### src/rtl/clk_phase_sched.sv
// clk_phase_sched: programmable clock divider producing a divided clock and a
// phase-shifted copy of it. Period, high time and phase offset are loaded
// through a valid/ready config port. A word accepted while running is parked
// in a shadow set and only becomes active at a period boundary, so neither
// output ever produces a runt pulse.
module clk_phase_sched #(
  parameter int CNT_W      = 16,
  parameter int DEF_PERIOD = 10,
  parameter int DEF_HIGH   = 5,
  parameter int DEF_SHIFT  = 0
) (
  input  logic             clk,
  input  logic             rst_n,
  input  logic             en,
  input  logic             cfg_valid,
  output logic             cfg_ready,
  input  logic [CNT_W-1:0] cfg_period,
  input  logic [CNT_W-1:0] cfg_high,
  input  logic [CNT_W-1:0] cfg_shift,
  output logic             cfg_err,
  output logic             clk_out,
  output logic             clk_sft_out,
  output logic             period_done
);

  localparam logic [CNT_W-1:0] DEF_PERIOD_W = CNT_W'(DEF_PERIOD);
  localparam logic [CNT_W-1:0] DEF_HIGH_W   = CNT_W'(DEF_HIGH);
  localparam logic [CNT_W-1:0] DEF_SHIFT_W  = CNT_W'(DEF_SHIFT);
  localparam logic [CNT_W-1:0] ONE_W        = CNT_W'(1);
  localparam logic [CNT_W-1:0] TWO_W        = CNT_W'(2);

  typedef enum logic [1:0] {
    IDLE     = 2'd0,
    RUN      = 2'd1,
    RUN_PEND = 2'd2
  } state_t;

  state_t state;
  state_t state_next;

  // Position inside the current period.
  logic [CNT_W-1:0] cnt;

  // Active settings driving the waveform.
  logic [CNT_W-1:0] period;
  logic [CNT_W-1:0] high;
  logic [CNT_W-1:0] shift;

  // Shadow settings waiting for the next period boundary.
  logic [CNT_W-1:0] shd_period;
  logic [CNT_W-1:0] shd_high;
  logic [CNT_W-1:0] shd_shift;

  logic cfg_fire;
  logic cfg_ok;
  logic wrap;
  logic pend_commit;
  logic direct_load;
  logic shadow_load;

  // Phase position of the shifted copy: (cnt + period - shift) mod period.
  // The sum is kept one bit wider; since shift < period it never underflows
  // and stays below 2*period, so a single conditional subtract is enough.
  logic [CNT_W:0] sft_sum;
  logic [CNT_W:0] sft_pos;

  // Handshake, legality check and period-boundary detection.
  always_comb begin
    cfg_fire = cfg_valid & cfg_ready;
    cfg_ok   = (cfg_period >= TWO_W) &&
               (cfg_high >= ONE_W) &&
               (cfg_high < cfg_period) &&
               (cfg_shift < cfg_period);
    wrap     = (cnt == (period - ONE_W));
  end

  // Decide where an accepted word goes and when the shadow set is committed.
  // Dropping en commits a pending word rather than losing it; a word accepted
  // on the same cycle en drops goes straight to the active set.
  always_comb begin
    pend_commit = (state == RUN_PEND) && (!en || wrap);
    direct_load = cfg_fire && cfg_ok && ((state == IDLE) || !en);
    shadow_load = cfg_fire && cfg_ok && (state == RUN) && en;
  end

  // Shifted-phase position with a single conditional wrap.
  always_comb begin
    sft_sum = {1'b0, cnt} + {1'b0, period} - {1'b0, shift};
    if (sft_sum >= {1'b0, period}) begin
      sft_pos = sft_sum - {1'b0, period};
    end else begin
      sft_pos = sft_sum;
    end
  end

  // FSM state register.
  always_ff @(posedge clk or negedge rst_n) begin
    if (!rst_n) begin
      state <= IDLE;
    end else begin
      state <= state_next;
    end
  end

  // FSM next-state logic.
  always_comb begin
    state_next = state;
    if (!en) begin
      state_next = IDLE;
    end else begin
      case (state)
        IDLE:     state_next = RUN;
        RUN:      if (shadow_load) state_next = RUN_PEND;
        RUN_PEND: if (wrap) state_next = RUN;
        default:  state_next = IDLE;
      endcase
    end
  end

  // FSM outputs: only a parked shadow word blocks new config.
  always_comb begin
    cfg_ready = (state != RUN_PEND);
  end

  // Period counter; the cycle en is first seen already counts as cnt=0 so
  // clk_out rises one clock after en is raised.
  always_ff @(posedge clk or negedge rst_n) begin
    if (!rst_n) begin
      cnt <= '0;
    end else if (!en || wrap) begin
      cnt <= '0;
    end else begin
      cnt <= cnt + ONE_W;
    end
  end

  // Active set: direct load when idle, commit from shadow at a boundary.
  always_ff @(posedge clk or negedge rst_n) begin
    if (!rst_n) begin
      period <= DEF_PERIOD_W;
      high   <= DEF_HIGH_W;
      shift  <= DEF_SHIFT_W;
    end else if (pend_commit) begin
      period <= shd_period;
      high   <= shd_high;
      shift  <= shd_shift;
    end else if (direct_load) begin
      period <= cfg_period;
      high   <= cfg_high;
      shift  <= cfg_shift;
    end
  end

  // Shadow set: captured when a legal word arrives while running.
  always_ff @(posedge clk or negedge rst_n) begin
    if (!rst_n) begin
      shd_period <= DEF_PERIOD_W;
      shd_high   <= DEF_HIGH_W;
      shd_shift  <= DEF_SHIFT_W;
    end else if (shadow_load) begin
      shd_period <= cfg_period;
      shd_high   <= cfg_high;
      shd_shift  <= cfg_shift;
    end
  end

  // Registered waveform outputs, one cycle behind cnt, forced low when idle.
  always_ff @(posedge clk or negedge rst_n) begin
    if (!rst_n) begin
      clk_out     <= 1'b0;
      clk_sft_out <= 1'b0;
      period_done <= 1'b0;
    end else if (!en) begin
      clk_out     <= 1'b0;
      clk_sft_out <= 1'b0;
      period_done <= 1'b0;
    end else begin
      clk_out     <= (cnt < high);
      clk_sft_out <= (sft_pos < {1'b0, high});
      period_done <= wrap;
    end
  end

  // Rejected-word pulse, one cycle after the offending handshake.
  always_ff @(posedge clk or negedge rst_n) begin
    if (!rst_n) begin
      cfg_err <= 1'b0;
    end else begin
      cfg_err <= cfg_fire & ~cfg_ok;
    end
  end

endmodule

### config.mk
export PLATFORM = sky130hd
export DESIGN_NAME = clk_phase_sched
export DESIGN_NICKNAME = d
export VERILOG_FILES = /design/src/rtl/clk_phase_sched.sv
export SDC_FILE = /design/constraint.sdc
export NUM_CORES = 1
export LEC_CHECK = 0
export CELL_PAD_IN_SITES_DETAIL_PLACEMENT = 1
export CELL_PAD_IN_SITES_GLOBAL_PLACEMENT = 2
export CORE_MARGIN = 4
export CORE_UTILIZATION = 40
export DETAILED_ROUTE_END_ITERATION = 16
export PLACE_DENSITY = 0.87
export SYNTH_ARGS = -nofsm -noshare
export SYNTH_HDL_FRONTEND = slang
export SYNTH_SLANG_ARGS = --single-unit
### constraint.sdc
create_clock -name clk -period 15.75 [get_ports clk]
set_clock_uncertainty 0.2 [all_clocks]
set_input_delay 1.575 -clock clk [delete_from_list [all_inputs] [get_ports clk]]
set_output_delay 1.575 -clock clk [all_outputs]
set_load 0.02 [all_outputs]
==> impl_metrics.py <==
metrics = {
    "layout": {
        "drive_gt1_frac": 0.131,
        "fin_nets": 1141,
        "areaGrowthSynthToFinish_pct": 15.7,
        "n_antenna_cell": 0,
    },
    "clock_tree": {
        "cts.sinks": 118,
        "numCtsBuffers": 17,
        "cts_htree_levels": 4,
        "ctsResizeCount": 0,
        "cts_tree": "built",
        "clk_pin_slew_ps": 60,
        "post_cts_buffers": 0,
        "insertion_delay_ps": 410,
        "clockBufferDepth": 2,
        "cts_hold_buf": 0,
        "root_buffer": "clkbuf_16",
    },
    "worst_setup_path": {
        "required_ps": 15900,
        "cp_max_fo": 24,
        "cp.arrival_ps": 6950,
        "crit_path_end_kind": "flop",
        "startpoint_type": "flop",
        "crit_start": "period[1]$_DFFE_PN1P_",
        "r2r-start": "period[1]$_DFFE_PN1P_",
        "worst-setup-path-type": "reg -> reg",
    },
    "global_route": {
        "grt_max_degree": 68,
        "track_usage": 0.204,
        "antenna_found_initial": 0,
        "grt_overflow": 0,
        "grt_pass1_vias": 7607,
        "grt_pass1_wl_um": 41200,
    },
    "logic_synthesis": {
        "synth-edff-count": 0,
        "async_flop_share": 1.00,
        "netlist_area_um2": 9180,
        "synth_common_cells": "dfrtp_1 (110), inv_1 (108), ha_1 (94)",
        "synth_top_cells_by_area": "dfrtp_1 (30%), ha_1 (13%), mux2_2 (8.7%), mux2i_1 (7.0%), inv_1 (4.4%)",
        "yosysTopAreaCellShare": 0.300,
        "yosysUniqueCellTypes": 64,
        "synthFlopType": "dfrtp_1",
        "yosysMostFrequentCell": "dfrtp_1",
        "yosysSeqAreaShare": 0.323,
        "yosys_warnings": 0,
        "syn_nets": 1080,
        "synth_top_cell_by_area": "dfrtp_1",
        "synth-seq-cells": 118,
        "syn_area_per_cell_um2": 10.0,
        "synth_cells": 917,
    },
    "sta": {
        "max_slew_margin": 0.239,
        "maxSlewViolCount": 0,
        "finalSetupViolations": 0,
        "tightest_slew_ps": 1130,
        "tns_ps": 0,
        "final.period_utilization": 0.432,
        "fin_crit_ps": 6800,
        "max_freq_mhz": 147,
        "rsz0062_at_grt": "false",
        "final_hold_viol_count": 0,
    },
    "routing": {
        "drt-initial-drc-count": 351,
        "drtPass1Iterations": 6,
        "drc": 0,
        "vias": 7079,
        "wire_per_inst_um": 19.9,
        "vias_per_cell": 5.55,
        "ant_nets": 0,
        "wirelength_um": 25400,
    },
    "min_path": {
        "hold_class": "reg -> reg",
        "worst_hold_startpoint": "shd_shift[2]$_DFFE_PN0P_",
    },
    "outcome": {
        "status": "complete, no violations",
    },
    "floorplan": {
        "rows": 55,
        "core-area_um2": 22600,
        "die_w_um": 160,
        "io_pins": 57,
        "die_h_um": 160,
        "start_util": 0.406,
        "die_area_um2": 25400,
    },
    "placed_design": {
        "io_buffers": 56,
        "gp_congestion": 0.892,
        "dp_hpwl_um": 19900,
    },
    "job": {
        "maxCapViolations": 0,
    },
}
==> layout make-up <==
class                           instances  area, um2
Fill cell                            2522      12000
Multi-Input combinational cell        671       5720
Sequential cell                       118       2960
Timing Repair Buffer                   62        603
Clock buffer                           17        425
Inverter                              108        405
Tap cell                              285        357
Clock inverter                         15        156
==> cells in the final DEF (no fill, tap or decap), types with 4 or more instances in the layout <==
cell type	Yosys	final
dfrtp_1	110	110
inv_1	108	108
ha_1	94	94
mux2_2	71	71
mux2i_1	64	64
clkdlybuf4s50_1	0	55
nor2_1	52	52
a21oi_1	52	52
xnor2_1	41	41
nand2_1	26	26
nand3_1	23	23
o21ai_0	22	22
xor2_1	20	20
a21o_1	18	18
fa_1	17	17
clkbuf_16	0	17
nand4_1	16	16
mux2_1	16	16
nor3_1	15	15
nor4_1	12	12
nor2b_1	11	11
o21a_1	9	9
dfstp_2	8	8
o211ai_1	7	7
nand2b_1	7	7
o21bai_1	7	7
buf_4	0	7
and3_1	6	6
a211oi_1	6	6
a31oi_1	6	6
or3_1	5	5
clkinvlp_4	0	5
and4_1	4	4
==> worst max-delay path, cell delays in order (launching register included) <==
cell,delay (ps)
dfstp_2,570
inv_1,110
fa_1,510
inv_1,70
fa_1,460
a21oi_1,230
o22ai_1,190
nor3b_1,200
or3_1,370
a31oi_1,210
xnor2_1,110
ha_1,380
nand4_1,140
nor4_1,250
a21oi_1,100
o21a_1,110
o211a_1,160
o211ai_1,100
buf_4,290
mux2_2,370
ha_1,290
a21o_1,160
a21o_1,170
a21oi_1,150
nor2_1,50
or4_1,390
a221oi_1,220
o211a_1,190
==> cell families after synthesis <==
family,count (synthesis),synth area share
flops,118,0.323
fa+ha+maj,111,0.165
buf+inv,128,0.0551
mux,151,0.176
compound gates,153,0.111
simple gates,195,0.111
xor+xnor,61,0.0582
==> per-layer routing <==
layer,vias up,routed length (um),GRT usage
met5,-,0,0
met4,0,550,0.0619
met3,25,513,0.0246
met2,100,12000,0.341
met1,3554,12300,0.278
li1,3400,-,-
==> registers in the layout, indices dropped and copies added, names as in the netlist <==
name         count
shd_shift       16
shd_high        16
period          16
clk_out          1
period_done      1
cnt             16
shift           16
shd_period      16
cfg_err          1
state            2
clk_sft_out      1
high            16
==> path summary, 6_finish.rpt <==
| check | slack (ps) | cells after the start | endpoint |
|---|---|---|---|
| worst min-delay path | 300 | 1 | shd_shift[2]$_DFFE_PN0P_ |
| min in group asynchronous | 990 | 1 | shd_shift[11]$_DFFE_PN0P_ |
| worst max register to register | 8950 | 27 | clk_sft_out$_DFF_PN0_ |
| max in group asynchronous | 12970 | 2 | shd_shift[0]$_DFFE_PN0P_ |
| worst max-delay path | 8950 | 27 | clk_sft_out$_DFF_PN0_ |
| worst min register to register | 300 | 1 | shd_shift[2]$_DFFE_PN0P_ |
==> stage by stage <==
step / hold WS (ps) / util / instances / setup slack (ps) / area [um2]
2_1_floorplan: 272 / - / 917 / 9590 / 9180
3_3_place_gp: 280 / 0.444 / 1244 / 9150 / 10000
3_5_place_dp: 286 / 0.444 / 1244 / 8970 / 10000
4_1_cts: 299 / 0.469 / 1276 / 8940 / 10600
5_1_grt: 315 / 0.469 / 1276 / 8400 / 10600
6_report: 297 / 0.469 / 1276 / 8950 / 10600
Power is not shown: default switching activity piles up to over one toggle a cycle in this logic, so the estimate is an artifact.
==> edit (same settings) <==
`CNT_W`: 16 -> 32.
--- a/src/rtl/clk_phase_sched.sv
+++ b/src/rtl/clk_phase_sched.sv
@@ -4,7 +4,7 @@
 // in a shadow set and only becomes active at a period boundary, so neither
 // output ever produces a runt pulse.
 module clk_phase_sched #(
-  parameter int CNT_W      = 16,
+  parameter int CNT_W      = 32,
   parameter int DEF_PERIOD = 10,
   parameter int DEF_HIGH   = 5,
   parameter int DEF_SHIFT  = 0
Interface: changed (resized cfg_high, cfg_period and cfg_shift); port bits go from 57 to 105. No check against the original RTL was run, so the function may have changed too.
==> edit against the original RTL <==
  * Sequential cell count increased by 112
  * Wire length rose by 150%
  * Die area grew 100%
  * Worst setup slack got worse by 1.9 ns
  * Final area up 100%
  * Utilization fell by 0.74 points
  * Sequential share of layout area down 1.1 points
  * Cell count rose by 110%
  * Area after synthesis is 110% higher
  * Critical endpoint unchanged
  * Highest routed layer is now met5
Power is left out: the tool's default activity adds up to more than one toggle a clock period on the data nets, which glitch-free logic cannot reach.
==> edit: results (changes against the original RTL) <==
Status
  • Result of the run: finished, final reports clean

Global route
  • Maximum number of pins on one net before global-route repair: 90 (+32%)
  • Global-route wire length before repair: 98,900 um (+140%)
  • Overall routing resource usage: 0.247 (+0.0434)
  • Via count of the first global-routing pass: 16,600 (+120%)
  • Antenna violations before repair: 1 (+1)

Clock network
  • Post-CTS Setup Repair Bufs: 0 (unchanged)
  • Clk Tree Root Cell: clkbuf_16
  • Worst-skew pair later-pin latency: 0.57 ns (+0.16 ns)
  • Maximum level of the CTS H-tree: 1 (-3)
  • Clock Path Buffers: 3 (+1)
  • CTS resizes: 0 (unchanged)
  • CTS buffer count: 27 (+10)
  • Clock input transition at the sequential cells of the worst setup and hold paths: 0.07 ns

Yosys
  • Predominant post-synthesis flop cell: dfrtp_1
  • FFs w/ async S/R, synth: 1.00 (unchanged)
  • Number of warnings printed during yosys synthesis: 0 (unchanged)
  • Synthesized netlist net count: 2,260 (+110%)
  • Area share of the largest cell type after synthesis: 0.293 (-0.00653)
  • Top cells by area in the synthesized netlist: dfrtp_1 29%, mux2_2 13%, ha_1 13%, xnor2_1 4.3%, inv_1 4.2%
  • Synth cell count leaders: 225 x mux2_2, 222 x dfrtp_1, 210 x inv_1
  • Proportion of synthesized chip area in sequential cells: 0.304 (-0.0183)
  • Number of library cell types mapped by synthesis: 77 (+20%)

Drt
  • First-pass iteration count of the detailed router: 5 (-1)
  • Detailed-route wire length: 63,100 um (+150%)
  • Detailed Route Iter0 Violations: 907 (+160%)
  • Per-cell via count in the routed design: 5.80 (+4.5%)

Finish
  • Post-layout nets: 2,358 (+110%)
  • Share of final-layout standard cells stronger than drive strength 1: 0.157 (+0.0261)
  • Final-layout fill cell count: 5,240 (+110%)
  • Count of inserted antenna diode cells: 0 (unchanged)

STA
  • Hold violation count in the final report: 0 (unchanged)
  • Final slew viol count: 0 (unchanged)
  • Max-slew headroom at the worst pin: 0.193 (-0.0462)

Placement
  • Placer congestion estimate: 0.921 (+3.3%)
  • Detailed Place HPWL: 50,400 um (+150%)
  • Count of input and output buffers: 104 (+86%)

Critical path
  • Slowest cell on the critical path: a211oi_1
  • Maximum fanout count along the critical path: 55 (+130%)
  • Delay of the slowest cell on the worst path: 0.69 ns (+0.12 ns)
  • Critical Path AT: 8.98 ns (+2.03 ns)

Hold path
  • Hold/Removal Path Class: flip-flop to flip-flop
[edit: cell count changes in the layout (fill, tap and decap cells not counted), sizes merged, moves of 51 or more]
cell   change
mux2     +178
dfrtp    +112
inv      +102
ha        +97
nand2     +70
nor2      +58
a21o      +52
xnor2     +52
o21ai     +51
[edit: stage by stage]
step | util | area [um^2] | hold slack [ns] | worst slack, ns | std cells
global route | 0.462 | 21500 | 0.312 | 6.34 | 2661
global placement | 0.442 | 20600 | 0.265 | 7.45 | 2612
finish | 0.462 | 21500 | 0.291 | 7.08 | 2661
floorplan | - | 18900 | 0.260 | 8.32 | 1936
CTS | 0.462 | 21500 | 0.294 | 7.22 | 2661
detailed placement | 0.442 | 20600 | 0.276 | 7.23 | 2612
[edit: area by class of cell]
class                      instances  area share
clock buffer                      33      0.0338
clock inverter                    16     0.00929
inverter                         211      0.0368
multi-input combinational       1447       0.564
sequential                       230       0.268
tap                              607      0.0352
timing repair buffer             117      0.0531
[edit: cell families (layout without fill, tap and decap cells)]
kind of cell             count (synthesis)  in the layout  share of synthesized area
AND/OR/NAND/NOR                        456            456                      0.126
AO/OA/AOI/OAI                          339            339                      0.118
multiplexers                           303            303                      0.178
buffers and inverters                  259            377                     0.0554
flip-flops                             230            230                      0.304
adder cells (fa/ha/maj)                224            224                      0.161
XOR/XNOR                               125            125                     0.0578
[edit: final timing paths]
| path | from | end | depth (start not counted) | slack (ns) |
|---|---|---|---|---|
| min in group asynchronous | rst_n | shd_high[4] | 1 | 0.78 |
| max in group asynchronous | rst_n | cnt[29] | 3 | 12.21 |
| worst min register to register | shd_high[26] | high[26] | 1 | 0.29 |
| worst min-delay path | shd_high[26] | high[26] | 1 | 0.29 |
| worst max register to register | period[5] | clk_sft_out | 32 | 7.08 |
| worst max-delay path | period[5] | clk_sft_out | 32 | 7.08 |
[edit: routing by layer]
metal / track usage / share of wire / vias up
met3: 0.0285 / 0.041 / 98
met2: 0.392 / 0.45 / 363
li1: - / - / 7101
met4: 0.0616 / 0.026 / 2
met5: 0 / 0.00021 / -
met1: 0.363 / 0.48 / 7860
[edit: worst max-delay path: cells and delay by family, from the launching register on]
family                     cells  cell delay (ns)
AOI/OAI and AO/OA             20             4.74
adders and majority gates      4             1.58
buffers and inverters          4             0.85
and+or+nand+nor                3             0.57
DFF                            1             0.48
xor gates and xnor gates       1             0.16
